File: src/rtl/ps2_keyboard_io.sv
// ps2_keyboard_io: memory-mapped PS/2 keyboard receiver.
// Deserialises device-to-host PS/2 frames and queues the scan-code bytes in
// a FIFO. The CPU reads them through a STATUS/DATA register pair on the IO
// bus and pops the head by writing to DATA.
// Optional build macro: PS2_BREAK_FILTER_EN. When defined, a break prefix
// (8'hF0) and the byte that follows it are dropped, so only make codes are
// queued.
module ps2_keyboard_io #(
   parameter logic [15:0] BASE_ADDR      = 16'hFF10,
   parameter int          DEPTH          = 16,
   parameter int          TIMEOUT_CYCLES = 50000
) (
   input  logic        clock,
   input  logic        reset,
   input  logic        ps2_clk,
   input  logic        ps2_dat,
   input  logic [15:0] waddr,
   input  logic [15:0] wdata,
   input  logic        wenable,
   input  logic [15:0] raddr,
   output logic [15:0] rdata,
   output logic        irq
);

   localparam int          PW        = $clog2(DEPTH);
   localparam int          CW        = $clog2(DEPTH) + 1;
   localparam int          TW        = $clog2(TIMEOUT_CYCLES + 1);
   localparam logic [15:0] DATA_ADDR = BASE_ADDR + 16'd1;

   typedef enum logic [1:0] {
      S_IDLE   = 2'd0,
      S_DATA   = 2'd1,
      S_PARITY = 2'd2,
      S_STOP   = 2'd3
   } rx_state_t;

   // ---------------------------------------------------------------------
   // Reset: asserts asynchronously, releases on a clock edge.
   // ---------------------------------------------------------------------
   logic [1:0] r_rst_sync;
   logic       w_rst_n;

   // Two-flop reset release synchroniser.
   always_ff @(posedge clock or negedge reset) begin
      if (!reset) r_rst_sync <= 2'b00;
      else        r_rst_sync <= {r_rst_sync[0], 1'b1};
   end

   assign w_rst_n = r_rst_sync[1];

   // ---------------------------------------------------------------------
   // PS/2 line synchronisers and falling-edge detection.
   // ---------------------------------------------------------------------
   logic [2:0] r_clk_sync;
   logic [1:0] r_dat_sync;
   logic       w_sample_en;
   logic       w_dat;

   // Resynchronise both lines; reset to the idle-high level so that reset
   // release cannot fake a falling edge.
   // NOTE: sequential state is always assigned with <= so every flop samples
   // the pre-edge value of its neighbours, as real hardware does.
   always_ff @(posedge clock or negedge w_rst_n) begin
      if (!w_rst_n) begin
         r_clk_sync <= 3'b111;
         r_dat_sync <= 2'b11;
      end else begin
         r_clk_sync <= {r_clk_sync[1:0], ps2_clk};
         r_dat_sync <= {r_dat_sync[0], ps2_dat};
      end
   end

   assign w_sample_en = r_clk_sync[2] & ~r_clk_sync[1];
   assign w_dat       = r_dat_sync[1];

   // ---------------------------------------------------------------------
   // Receiver FSM.
   // ---------------------------------------------------------------------
   rx_state_t       r_state;
   rx_state_t       w_next_state;
   logic [2:0]      r_bit_cnt;
   logic [7:0]      r_shift;
   logic            r_parity;
   logic [TW-1:0]   r_to_cnt;
   logic            w_timeout;
   logic            w_start;
   logic            w_shift_en;
   logic            w_par_en;
   logic            w_stop_en;
   logic            w_frame_ok;
   logic            w_frame_bad;

   // A sample enable restarts the timeout window, so it outranks an expiry.
   assign w_timeout = (r_state != S_IDLE) && !w_sample_en &&
                      (r_to_cnt == TW'(TIMEOUT_CYCLES));

   // Receiver state register.
   always_ff @(posedge clock or negedge w_rst_n) begin
      if (!w_rst_n) r_state <= S_IDLE;
      else          r_state <= w_next_state;
   end

   // Next-state logic: advance on sample enables, abort on timeout.
   // NOTE: every combinational output gets a default first so no path
   // leaves it unassigned, which would otherwise infer a latch.
   always_comb begin
      w_next_state = r_state;
      if (w_timeout) begin
         w_next_state = S_IDLE;
      end else if (w_sample_en) begin
         case (r_state)
            S_IDLE:   if (!w_dat) w_next_state = S_DATA;
            S_DATA:   if (r_bit_cnt == 3'd7) w_next_state = S_PARITY;
            S_PARITY: w_next_state = S_STOP;
            S_STOP:   w_next_state = S_IDLE;
            default:  w_next_state = S_IDLE;
         endcase
      end
   end

   // Output decode: per-state strobes for the datapath and frame checks.
   always_comb begin
      w_start     = w_sample_en && (r_state == S_IDLE) && !w_dat;
      w_shift_en  = w_sample_en && (r_state == S_DATA);
      w_par_en    = w_sample_en && (r_state == S_PARITY);
      w_stop_en   = w_sample_en && (r_state == S_STOP);
      w_frame_ok  = w_stop_en && w_dat && (^{r_shift, r_parity});
      w_frame_bad = w_stop_en && !w_frame_ok;
   end

   // Receive datapath: bit counter, LSB-first shifter and parity capture.
   always_ff @(posedge clock or negedge w_rst_n) begin
      if (!w_rst_n) begin
         r_bit_cnt <= 3'd0;
         r_shift   <= 8'h00;
         r_parity  <= 1'b0;
      end else begin
         if (w_start) r_bit_cnt <= 3'd0;
         if (w_shift_en) begin
            r_shift   <= {w_dat, r_shift[7:1]};
            r_bit_cnt <= r_bit_cnt + 3'd1;
         end
         if (w_par_en) r_parity <= w_dat;
      end
   end

   // Timeout counter: idles at zero, restarts on each sample enable.
   always_ff @(posedge clock or negedge w_rst_n) begin
      if (!w_rst_n)                             r_to_cnt <= '0;
      else if (r_state == S_IDLE || w_sample_en) r_to_cnt <= '0;
      else if (r_to_cnt != TW'(TIMEOUT_CYCLES))  r_to_cnt <= r_to_cnt + TW'(1);
   end

   // ---------------------------------------------------------------------
   // Byte acceptance (optional break-code filter) and push staging.
   // ---------------------------------------------------------------------
   logic       w_accept;
   logic       r_push_pend;
   logic [7:0] r_push_byte;

`ifdef PS2_BREAK_FILTER_EN
   logic r_skip;

   // Skip flag: armed by a break prefix, consumed by the next valid byte.
   always_ff @(posedge clock or negedge w_rst_n) begin
      if (!w_rst_n) begin
         r_skip <= 1'b0;
      end else if (w_frame_ok) begin
         if (r_shift == 8'hF0) r_skip <= 1'b1;
         else if (r_skip)      r_skip <= 1'b0;
      end
   end

   assign w_accept = w_frame_ok && (r_shift != 8'hF0) && !r_skip;
`else
   assign w_accept = w_frame_ok;
`endif

   // Stage accepted bytes so the FIFO push lands one cycle after the stop bit.
   always_ff @(posedge clock or negedge w_rst_n) begin
      if (!w_rst_n) begin
         r_push_pend <= 1'b0;
         r_push_byte <= 8'h00;
      end else begin
         r_push_pend <= w_accept;
         if (w_accept) r_push_byte <= r_shift;
      end
   end

   // ---------------------------------------------------------------------
   // FIFO.
   // ---------------------------------------------------------------------
   logic [7:0]    r_mem [DEPTH];
   logic [PW-1:0] r_wr_ptr;
   logic [PW-1:0] r_rd_ptr;
   logic [CW-1:0] r_count;
   logic          w_full;
   logic          w_empty;
   logic          w_pop_req;
   logic          w_do_pop;
   logic          w_do_push;
   logic          w_ovf_set;

   assign w_full    = (r_count == CW'(DEPTH));
   assign w_empty   = (r_count == '0);
   assign w_pop_req = wenable && (waddr == DATA_ADDR);
   assign w_do_pop  = w_pop_req && !w_empty;
   // A pop in the same cycle frees the slot a push into a full FIFO needs.
   assign w_do_push = r_push_pend && (!w_full || w_do_pop);
   assign w_ovf_set = r_push_pend && !w_do_push;

   // Storage write port.
   // NOTE: the storage array has no reset; count and pointers alone decide
   // which entries are valid, and DATA masks the head when empty.
   always_ff @(posedge clock) begin
      if (w_do_push) r_mem[r_wr_ptr] <= r_push_byte;
   end

   // Pointers and occupancy; pointers wrap naturally at DEPTH.
   always_ff @(posedge clock or negedge w_rst_n) begin
      if (!w_rst_n) begin
         r_wr_ptr <= '0;
         r_rd_ptr <= '0;
         r_count  <= '0;
      end else begin
         if (w_do_push) r_wr_ptr <= r_wr_ptr + PW'(1);
         if (w_do_pop)  r_rd_ptr <= r_rd_ptr + PW'(1);
         case ({w_do_push, w_do_pop})
            2'b10:   r_count <= r_count + CW'(1);
            2'b01:   r_count <= r_count - CW'(1);
            default: r_count <= r_count;
         endcase
      end
   end

   // ---------------------------------------------------------------------
   // Sticky status flags: a set outranks a write-1-to-clear.
   // ---------------------------------------------------------------------
   logic r_overflow;
   logic r_frame_err;
   logic w_stat_wr;

   assign w_stat_wr = wenable && (waddr == BASE_ADDR);

   // Overflow and frame-error flags.
   always_ff @(posedge clock or negedge w_rst_n) begin
      if (!w_rst_n) begin
         r_overflow  <= 1'b0;
         r_frame_err <= 1'b0;
      end else begin
         if (w_ovf_set)                 r_overflow  <= 1'b1;
         else if (w_stat_wr && wdata[2]) r_overflow  <= 1'b0;
         if (w_frame_bad)               r_frame_err <= 1'b1;
         else if (w_stat_wr && wdata[3]) r_frame_err <= 1'b0;
      end
   end

   // Remaining write-data bits carry no meaning for this peripheral.
   logic w_unused_wdata;
   assign w_unused_wdata = ^{wdata[15:4], wdata[1:0]};

   // ---------------------------------------------------------------------
   // Register read mux and registered outputs.
   // ---------------------------------------------------------------------
   logic [15:0] w_status;
   logic [15:0] w_rdata_next;

   assign w_status = {3'b000, 5'(r_count), 4'h0,
                      r_frame_err, r_overflow, w_full, !w_empty};

   // Address decode for the two readable registers.
   always_comb begin
      w_rdata_next = 16'h0000;
      if (raddr == BASE_ADDR)
         w_rdata_next = w_status;
      else if (raddr == DATA_ADDR && !w_empty)
         w_rdata_next = {8'h00, r_mem[r_rd_ptr]};
   end

   // Registered read data and interrupt.
   always_ff @(posedge clock or negedge w_rst_n) begin
      if (!w_rst_n) begin
         rdata <= 16'h0000;
         irq   <= 1'b0;
      end else begin
         rdata <= w_rdata_next;
         irq   <= !w_empty;
      end
   end

endmodule

File: config.mk
export PLATFORM = sky130hd
export DESIGN_NAME = ps2_keyboard_io
export DESIGN_NICKNAME = d
export VERILOG_FILES = /design/src/rtl/ps2_keyboard_io.sv
export SDC_FILE = /design/constraint.sdc
export NUM_CORES = 1
export LEC_CHECK = 0
export CAP_MARGIN = 20
export CORE_MARGIN = 2
export CORE_UTILIZATION = 60
export DETAILED_ROUTE_END_ITERATION = 8
export PLACE_DENSITY = 0.84
export SETUP_SLACK_MARGIN = 0.3
export SYNTH_ARGS = -nofsm -noshare
export SYNTH_HDL_FRONTEND = slang
export SYNTH_SLANG_ARGS = --single-unit
File: constraint.sdc
create_clock -name clock -period 4.5 [get_ports clock]
set_input_delay 0.45 -clock clock [delete_from_list [all_inputs] [get_ports clock]]
set_output_delay 0.45 -clock clock [all_outputs]
set_load 0.02 [all_outputs]
## Word-level counts from Yosys, hierarchy flattened

Memories as Yosys holds them, arrays and structs flattened.
Index checks and enable logic that the tools add are counted.

| word-level totals | value |
|---|---|
| register bits after elaboration | 78 |
| RAM bits | 128 |
| input bits | 53 |
| output and inout bits | 17 |
| memories | 1 |

Memories:

| memory | depth | width | rd ports | clocked after Yosys merged registers in | wr ports | RTL line | source |
|---|---|---|---|---|---|---|---|
| r_mem | 16 | 8 | 1 | 0 | 1 | 193 | `logic [7:0] r_mem [DEPTH];` |

| cells by class | value |
|---|---|
| add/subtract/negate cells | 6 |
| eq/ne operators | 15 |
| multiplexer cells | 18 |
| bitwise gates (word level) | 2 |
| reductions and logical operators | 37 |

Operators by type and width:

| cell | number |
|---|---|
| 16-bit equality test, second input constant | 5 |
| 16-bit 2-to-1 mux | 2 |
| 1-bit logical AND | 18 |
| 16-bit by 1-bit adder with 16-bit output, second input constant | 1 |
| 16-bit != test, second input constant | 1 |
| 2-bit nonzero test | 7 |
| 13-bit 2-to-1 mux | 1 |
| 5-bit one-hot mux with 2 select lines | 1 |
| 9-bit XOR reduction | 1 |
| 4-bit by 1-bit adder with 4-bit output, second input constant | 2 |
| 2-bit 2-to-1 mux | 4 |
| 8-bit 2-to-1 mux | 1 |
| 2-bit one-hot mux with 4 select lines | 1 |
| 2-bit equality test, second input constant | 3 |
| 1-bit logical NOT | 6 |
| 1-bit 2-to-1 mux | 6 |
| 3-bit 2-to-1 mux | 2 |
| 3-bit != test, second input constant | 2 |
| 5-bit by 1-bit adder with 5-bit output, second input constant | 1 |
| 5-bit equality test, second input constant | 1 |
| 5-bit logical NOT | 1 |
| 5-bit by 1-bit subtractor with 5-bit output, second input constant | 1 |
| 2-bit by 1-bit equality test with 1-bit output, second input constant | 2 |
| 3-bit by 1-bit adder with 3-bit output, second input constant | 1 |
| 6 further kinds | 7 |

## Longest topological paths before layout

| depth | value |
|---|---|
| depth after elaboration | 8 |
| depth in mapped cells | 11 |
| gate-level depth less buffers | 11 |

## Worst setup path before layout

OpenSTA, ideal clock, no wires.

| path | value |
|---|---|
| path kind | input port to flip-flop |
| from | in waddr[1] |
| to | reg r_count[4] |
| setup time | 123 ps |
| arrival time | 3216 ps |
| required time | 4377 ps |
| slack | 1162 ps |
| cell stages on the path | 11 |
| buffers on the path | 0 |
| path through | or4b_1 > or4_4 > o211ai_1 > nand2_1 > ha_1 > fa_1 > a21o_1 > a21oi_1 > xor2_1 > nor2_1 > xnor2_1 |

| between the ends | value |
|---|---|
| cells in the longest elaborated chain, start to end | 7 |

Ends and longest elaborated chain:

| what | RTL line | source |
|---|---|---|
| start: declaration | 17 | `input logic [15:0] waddr,` |
| 16-bit equality test (*) | 206 | `assign w_pop_req = wenable && (waddr == DATA_ADDR);` |
| 1-bit logical AND (*) | 206 |  |
| 1-bit logical AND (*) | 207 | `assign w_do_pop = w_pop_req && !w_empty;` |
| 1-bit logical OR | 209 | `assign w_do_push = r_push_pend && (!w_full \|\| w_do_pop);` |
| 1-bit logical AND | 209 |  |
| 2-bit by 1-bit equality test with 1-bit output or 2-bit equality test (tied branches) | 228 | `case ({w_do_push, w_do_pop})` |
| 5-bit one-hot mux with 2 select lines or 2-bit nonzero test (tied branches) | - |  |
| end signal: assignment | 229 | `2'b10: r_count <= r_count + CW'(1);` |
| end signal: assignment | 230 | `2'b01: r_count <= r_count - CW'(1);` |
| end signal: assignment | 231 | `default: r_count <= r_count;` |
| end: declaration | 196 | `logic [CW-1:0] r_count;` |

Mark *: on every way between the ends. The rest lies on a longest branch, timed or not.
A chain may end at the register's enable or synchronous reset.

## Worst setup path after layout

| path | value |
|---|---|
| from | reg r_count[1] |
| to | reg r_count[4] |

| between the ends | value |
|---|---|
| cells in the longest elaborated chain, start to end | 7 |

Ends and longest elaborated chain:

| what | RTL line | source |
|---|---|---|
| 5-bit logical NOT (*) | 205 | `assign w_empty = (r_count == '0);` |
| 1-bit logical NOT (*) | - |  |
| via w_status[0] | 265 | `logic [15:0] w_status;` |
| 1-bit logical AND (*) | 207 |  |
| via w_do_pop | 200 | `logic w_do_pop;` |
| 1-bit logical OR | 209 |  |
| 1-bit logical AND | 209 |  |
| 2-bit by 1-bit equality test with 1-bit output or 2-bit equality test (tied branches) | 228 |  |
| 5-bit one-hot mux with 2 select lines or 2-bit nonzero test (tied branches) | - |  |

Mark *: on every way through the listed nets, which the timed path passes. The rest lies on a longest branch.

==> Implementation_results.wiki <==
{| class="wikitable"
! Metric !! Value
|-
| Detail Route Antenna Nets || 0
|-
| Clock tree from TritonCTS || yes
|-
| Effective utilization at floorplan || 61.0%
|-
| Total of warnings raised by yosys || 0
|-
| Inserted Clock Buffers || 21
|-
| Pre-Repair DR Iteration Count || 5
|-
| Buffer levels on the longest clock path || 3
|-
| Highest achievable clock rate || 291 MHz
|-
| Detail Placement HPWL || 10.6 mm
|-
| Cell Rows || 43
|-
| Signed area change from the synthesized netlist to the final layout || 16.9%
|-
| Wire length of the first global-routing pass || 25.4 mm
|-
| Worst slack after detailed placement || 589 ps
|-
| Via count of the first global-routing pass || 4764
|-
| Worst reg2reg endpoint || r_count[4]
|-
| Die ar. || 0.0150 mm²
|-
| GR Util All Layers || 22.5%
|-
| Buffer type at the clock tree root || sky130_fd_sc_hd__clkbuf_16
|-
| Proportion of synthesized chip area in sequential cells || 68.2%
|-
| Fraction of power consumed by sequential logic || 52.3%
|-
| FILL cells || 836
|-
| Final min period || 3440 ps
|-
| Critical-path maximum fanout || 5
|-
| Final Max Slew Viols || 0
|-
| Type of the setup path with the least slack || reg2reg
|-
| Clock share of power || 38.6%
|-
| Total internal power || 3.39 mW
|-
| Total power density per cell area || 447 mW/mm²
|-
| Worst Hold Class || in2async
|-
| Wirelength per Cell || 21.3 µm
|-
| Final std cells w/o fill || 760
|-
| Resized cells post-CTS || 0
|-
| Number of antenna violations at the first check in global routing || 0
|-
| Routed vias/inst || 5.91
|-
| # H-tree levels || 1
|-
| Final worst-path setup slack || 1060 ps
|-
| Logic gate share of total power || 9.0%
|-
| Number of remaining DRC errors || 0
|-
| Peak ir drop on the vdd network || 0.000347 V
|-
| Count of clock tree sinks || 203
|-
| Total chip power || 4.39 mW
|-
| Slew headroom || 34.0%
|-
| Reg2reg start || r_count[1]
|-
| Required time at the endpoint of the critical path || 4870 ps
|-
| Top cells by area, synth || sky130_fd_sc_hd__edfxtp_1, sky130_fd_sc_hd__dfrtp_1, sky130_fd_sc_hd__mux4_2
|-
| Clk_lat worst skew || 480 ps
|-
| Cell area after technology mapping || 0.00840 mm²
|-
| Share of the synthesized area in the top cell type || 45.8%
|-
| Number of hold-repair buffers added at the cts stage || 0
|-
| Part of the cycle the worst path needs || 76.4%
|-
| Cell depth of the worst flop-to-flop path || 10
|-
| Synthesized instance count || 499
|-
| Iteration-0 DRC Markers || 413
|-
| Final TNS setup || 0 ps
|-
| Total Routed Length || 16.2 mm
|-
| End point of the critical path || r_count[4]
|-
| Count of buffers inserted at the top-level ports || 52
|-
| DR vias || 4493
|-
| Pin count of the biggest net entering global routing || 40
|-
| Tightest Pin Transition || 990 ps
|-
| Weighted congestion reported at the end of routability-driven placement || 0.803
|-
| Share of flip-flops with an asynchronous set or reset || 36.9%
|-
| Sw Ratio || 22.7%
|-
| Count of endpoints failing hold in the final timing report || 0
|-
| Clock-pin transition on the worst setup and hold timing paths || 60 ps
|-
| Congestion Overflow GR || 0
|-
| Setup Viol. Count Final || 0
|-
| Syn Area/Cell || 16.8 µm²
|-
| Worst R2R Setup Slack || 1060 ps
|-
| Type of origin of the critical path || register
|-
| Result of the run || finished, final reports clean
|-
| Sort of element at the end of the critical path || register
|-
| Max-Cap Viols || 0
|-
| Placed Cells || 722
|-
| X dimension of the die || 122 µm
|-
| Post-synth EDFFs || 128
|-
| Layout Nets || 637
|-
| Leak pwr || 3.64 nW
|-
| Top-level I/O count || 70
|-
| Sw Pwr || 0.997 mW
|-
| Post-synthesis cell type count || 50
|-
| Antenna fix cells || 0
|-
| Chip Height || 122 µm
|-
| Fraction of layout cells with a size suffix above 1 || 19.5%
|-
| Top FF cell, synth || sky130_fd_sc_hd__edfxtp_1
|-
| Core region area || 0.0138 mm²
|-
| Arrival time at the worst endpoint || 3810 ps
|-
| Unrepaired setup endpoints after global routing || no
|-
| Setup Fix Bufs, Post-CTS || 0
|-
| Origin of the worst setup path || r_count[1]
|-
| Post-Route Skew || 19.3 ps
|-
| Cell type with the highest aggregate area in the netlist || sky130_fd_sc_hd__edfxtp_1
|-
| Post-synthesis register bit count || 203
|}
==> registers in the layout (all words and copies together), names as in the netlist, 2 cells and up <==
register,cells
r_state,2
r_rst_sync,2
r_bit_cnt,3
r_rd_ptr,4
r_shift,8
r_dat_sync,2
r_to_cnt,16
r_count,5
r_mem,128
r_push_byte,8
r_wr_ptr,4
r_clk_sync,3
rdata,13
==> worst min path at each step <==
| stage | endpoint | depth (start not counted) | slack [ps] | from |
|---|---|---|---|---|
| after floorplan | r_rst_sync[0] | 0 | 150 | reset |
| after global placement | rdata[5] | 0 | 330 | r_rst_sync[1] |
| after detailed placement | r_push_byte[4] | 0 | 330 | r_rst_sync[1] |
| after CTS | r_rst_sync[1] | 1 | 130 | reset |
| after global routing | r_rst_sync[1] | 1 | 130 | reset |
| final | r_rst_sync[0] | 1 | 140 | reset |
==> cell type report <==
| class | count | area [µm²] | area share (%) |
|---|---|---|---|
| clock buffer | 29 | 586 | 5.97 |
| tap | 180 | 225 | 2.30 |
| multi-input combinational | 268 | 2550 | 25.9 |
| timing repair buffer | 59 | 583 | 5.94 |
| sequential | 203 | 5730 | 58.4 |
| inverter | 13 | 48.8 | 0.497 |
| clock inverter | 8 | 92.6 | 0.944 |
==> per-stage QoR <==
| stage | util [%] | instance area, µm² | hold WS (ps) |
|---|---|---|---|
| finish | 71.2 | 9810 | 140 |
| global route | 71.2 | 9810 | 134 |
| CTS | 71.1 | 9790 | 129 |
| detailed placement | 66.2 | 9110 | 330 |
| global placement | 66.1 | 9110 | 329 |
| floorplan | - | 8410 | 154 |
==> Yosys cell counts, types with 3 or more instances <==
library cell / count
sky130_fd_sc_hd__nor2b_1: 4
sky130_fd_sc_hd__a22o_1: 4
sky130_fd_sc_hd__xnor2_1: 18
sky130_fd_sc_hd__ha_1: 17
sky130_fd_sc_hd__a21oi_1: 4
sky130_fd_sc_hd__inv_1: 13
sky130_fd_sc_hd__a22oi_1: 8
sky130_fd_sc_hd__dfrtp_1: 70
sky130_fd_sc_hd__mux2_2: 20
sky130_fd_sc_hd__edfxtp_1: 128
sky130_fd_sc_hd__buf_4: 4
sky130_fd_sc_hd__dfstp_2: 5
sky130_fd_sc_hd__nand4_1: 6
sky130_fd_sc_hd__buf_2: 4
sky130_fd_sc_hd__o21ai_0: 7
sky130_fd_sc_hd__nor2_1: 23
sky130_fd_sc_hd__nor4bb_1: 3
sky130_fd_sc_hd__clkbuf_1: 8
sky130_fd_sc_hd__nand2_1: 26
sky130_fd_sc_hd__xor2_1: 13
sky130_fd_sc_hd__a32o_1: 4
sky130_fd_sc_hd__nor4_1: 6
sky130_fd_sc_hd__nor3_2: 5
sky130_fd_sc_hd__nand3_1: 11
sky130_fd_sc_hd__and2_1: 25
sky130_fd_sc_hd__mux4_2: 35
==> cells by family (layout without fill, tap and decap cells) <==
| group | Yosys count | in the layout | share of synthesized area (%) |
|---|---|---|---|
| flops | 203 | 203 | 68.2 |
| simple gates | 121 | 121 | 8.15 |
| fa+ha+maj | 18 | 18 | 2.77 |
| xor+xnor | 33 | 33 | 3.69 |
| compound gates | 35 | 35 | 3.16 |
| other cells | 2 | 4 | 0.0894 |
| mux | 57 | 57 | 12.4 |
| buf+inv | 30 | 109 | 1.58 |
==> worst max-delay path: stages (launching register included) <==
cell and delay (ps):
sky130_fd_sc_hd__dfrtp_1 450, sky130_fd_sc_hd__nor4_1 860, sky130_fd_sc_hd__nand2_1 310, sky130_fd_sc_hd__nor3b_4 260, sky130_fd_sc_hd__ha_1 290, sky130_fd_sc_hd__fa_1 430
sky130_fd_sc_hd__a21o_1 190, sky130_fd_sc_hd__a21oi_1 170, sky130_fd_sc_hd__xor2_1 160, sky130_fd_sc_hd__nor2_1 70, sky130_fd_sc_hd__xnor2_1 130
==> per-layer routing <==
layer	up-vias	GRT usage, %	routed length [µm]
li1	2017	-	-
met1	2302	29.2	6370
met2	136	39.6	8550
met3	38	3.07	780
met4	0	7.47	516
met5	-	0	0
==> power by group through the flow <==
stage	clock network, mW	logic, mW	registers, mW
after global placement	0	0.375	2.32
after detailed placement	0	0.396	2.34
after global routing	1.79	0.437	2.32
after CTS	1.72	0.403	2.30
final	1.70	0.397	2.30
after floorplan	0	0.306	2.28
==> layout by cell type, fill, tap and decap left out, types with 11 or more instances in the layout <==
cell	synthesis	routed
sky130_fd_sc_hd__edfxtp_1	128	128
sky130_fd_sc_hd__dfrtp_1	70	68
sky130_fd_sc_hd__clkdlybuf4s50_1	0	52
sky130_fd_sc_hd__mux4_2	35	35
sky130_fd_sc_hd__nand2_1	26	26
sky130_fd_sc_hd__and2_1	25	25
sky130_fd_sc_hd__nor2_1	23	23
sky130_fd_sc_hd__clkbuf_16	0	21
sky130_fd_sc_hd__mux2_2	20	20
sky130_fd_sc_hd__xnor2_1	18	18
sky130_fd_sc_hd__ha_1	17	17
sky130_fd_sc_hd__inv_1	13	13
sky130_fd_sc_hd__xor2_1	13	13
sky130_fd_sc_hd__nand3_1	11	11
Note: power is estimated with default switching activity, not from simulation.
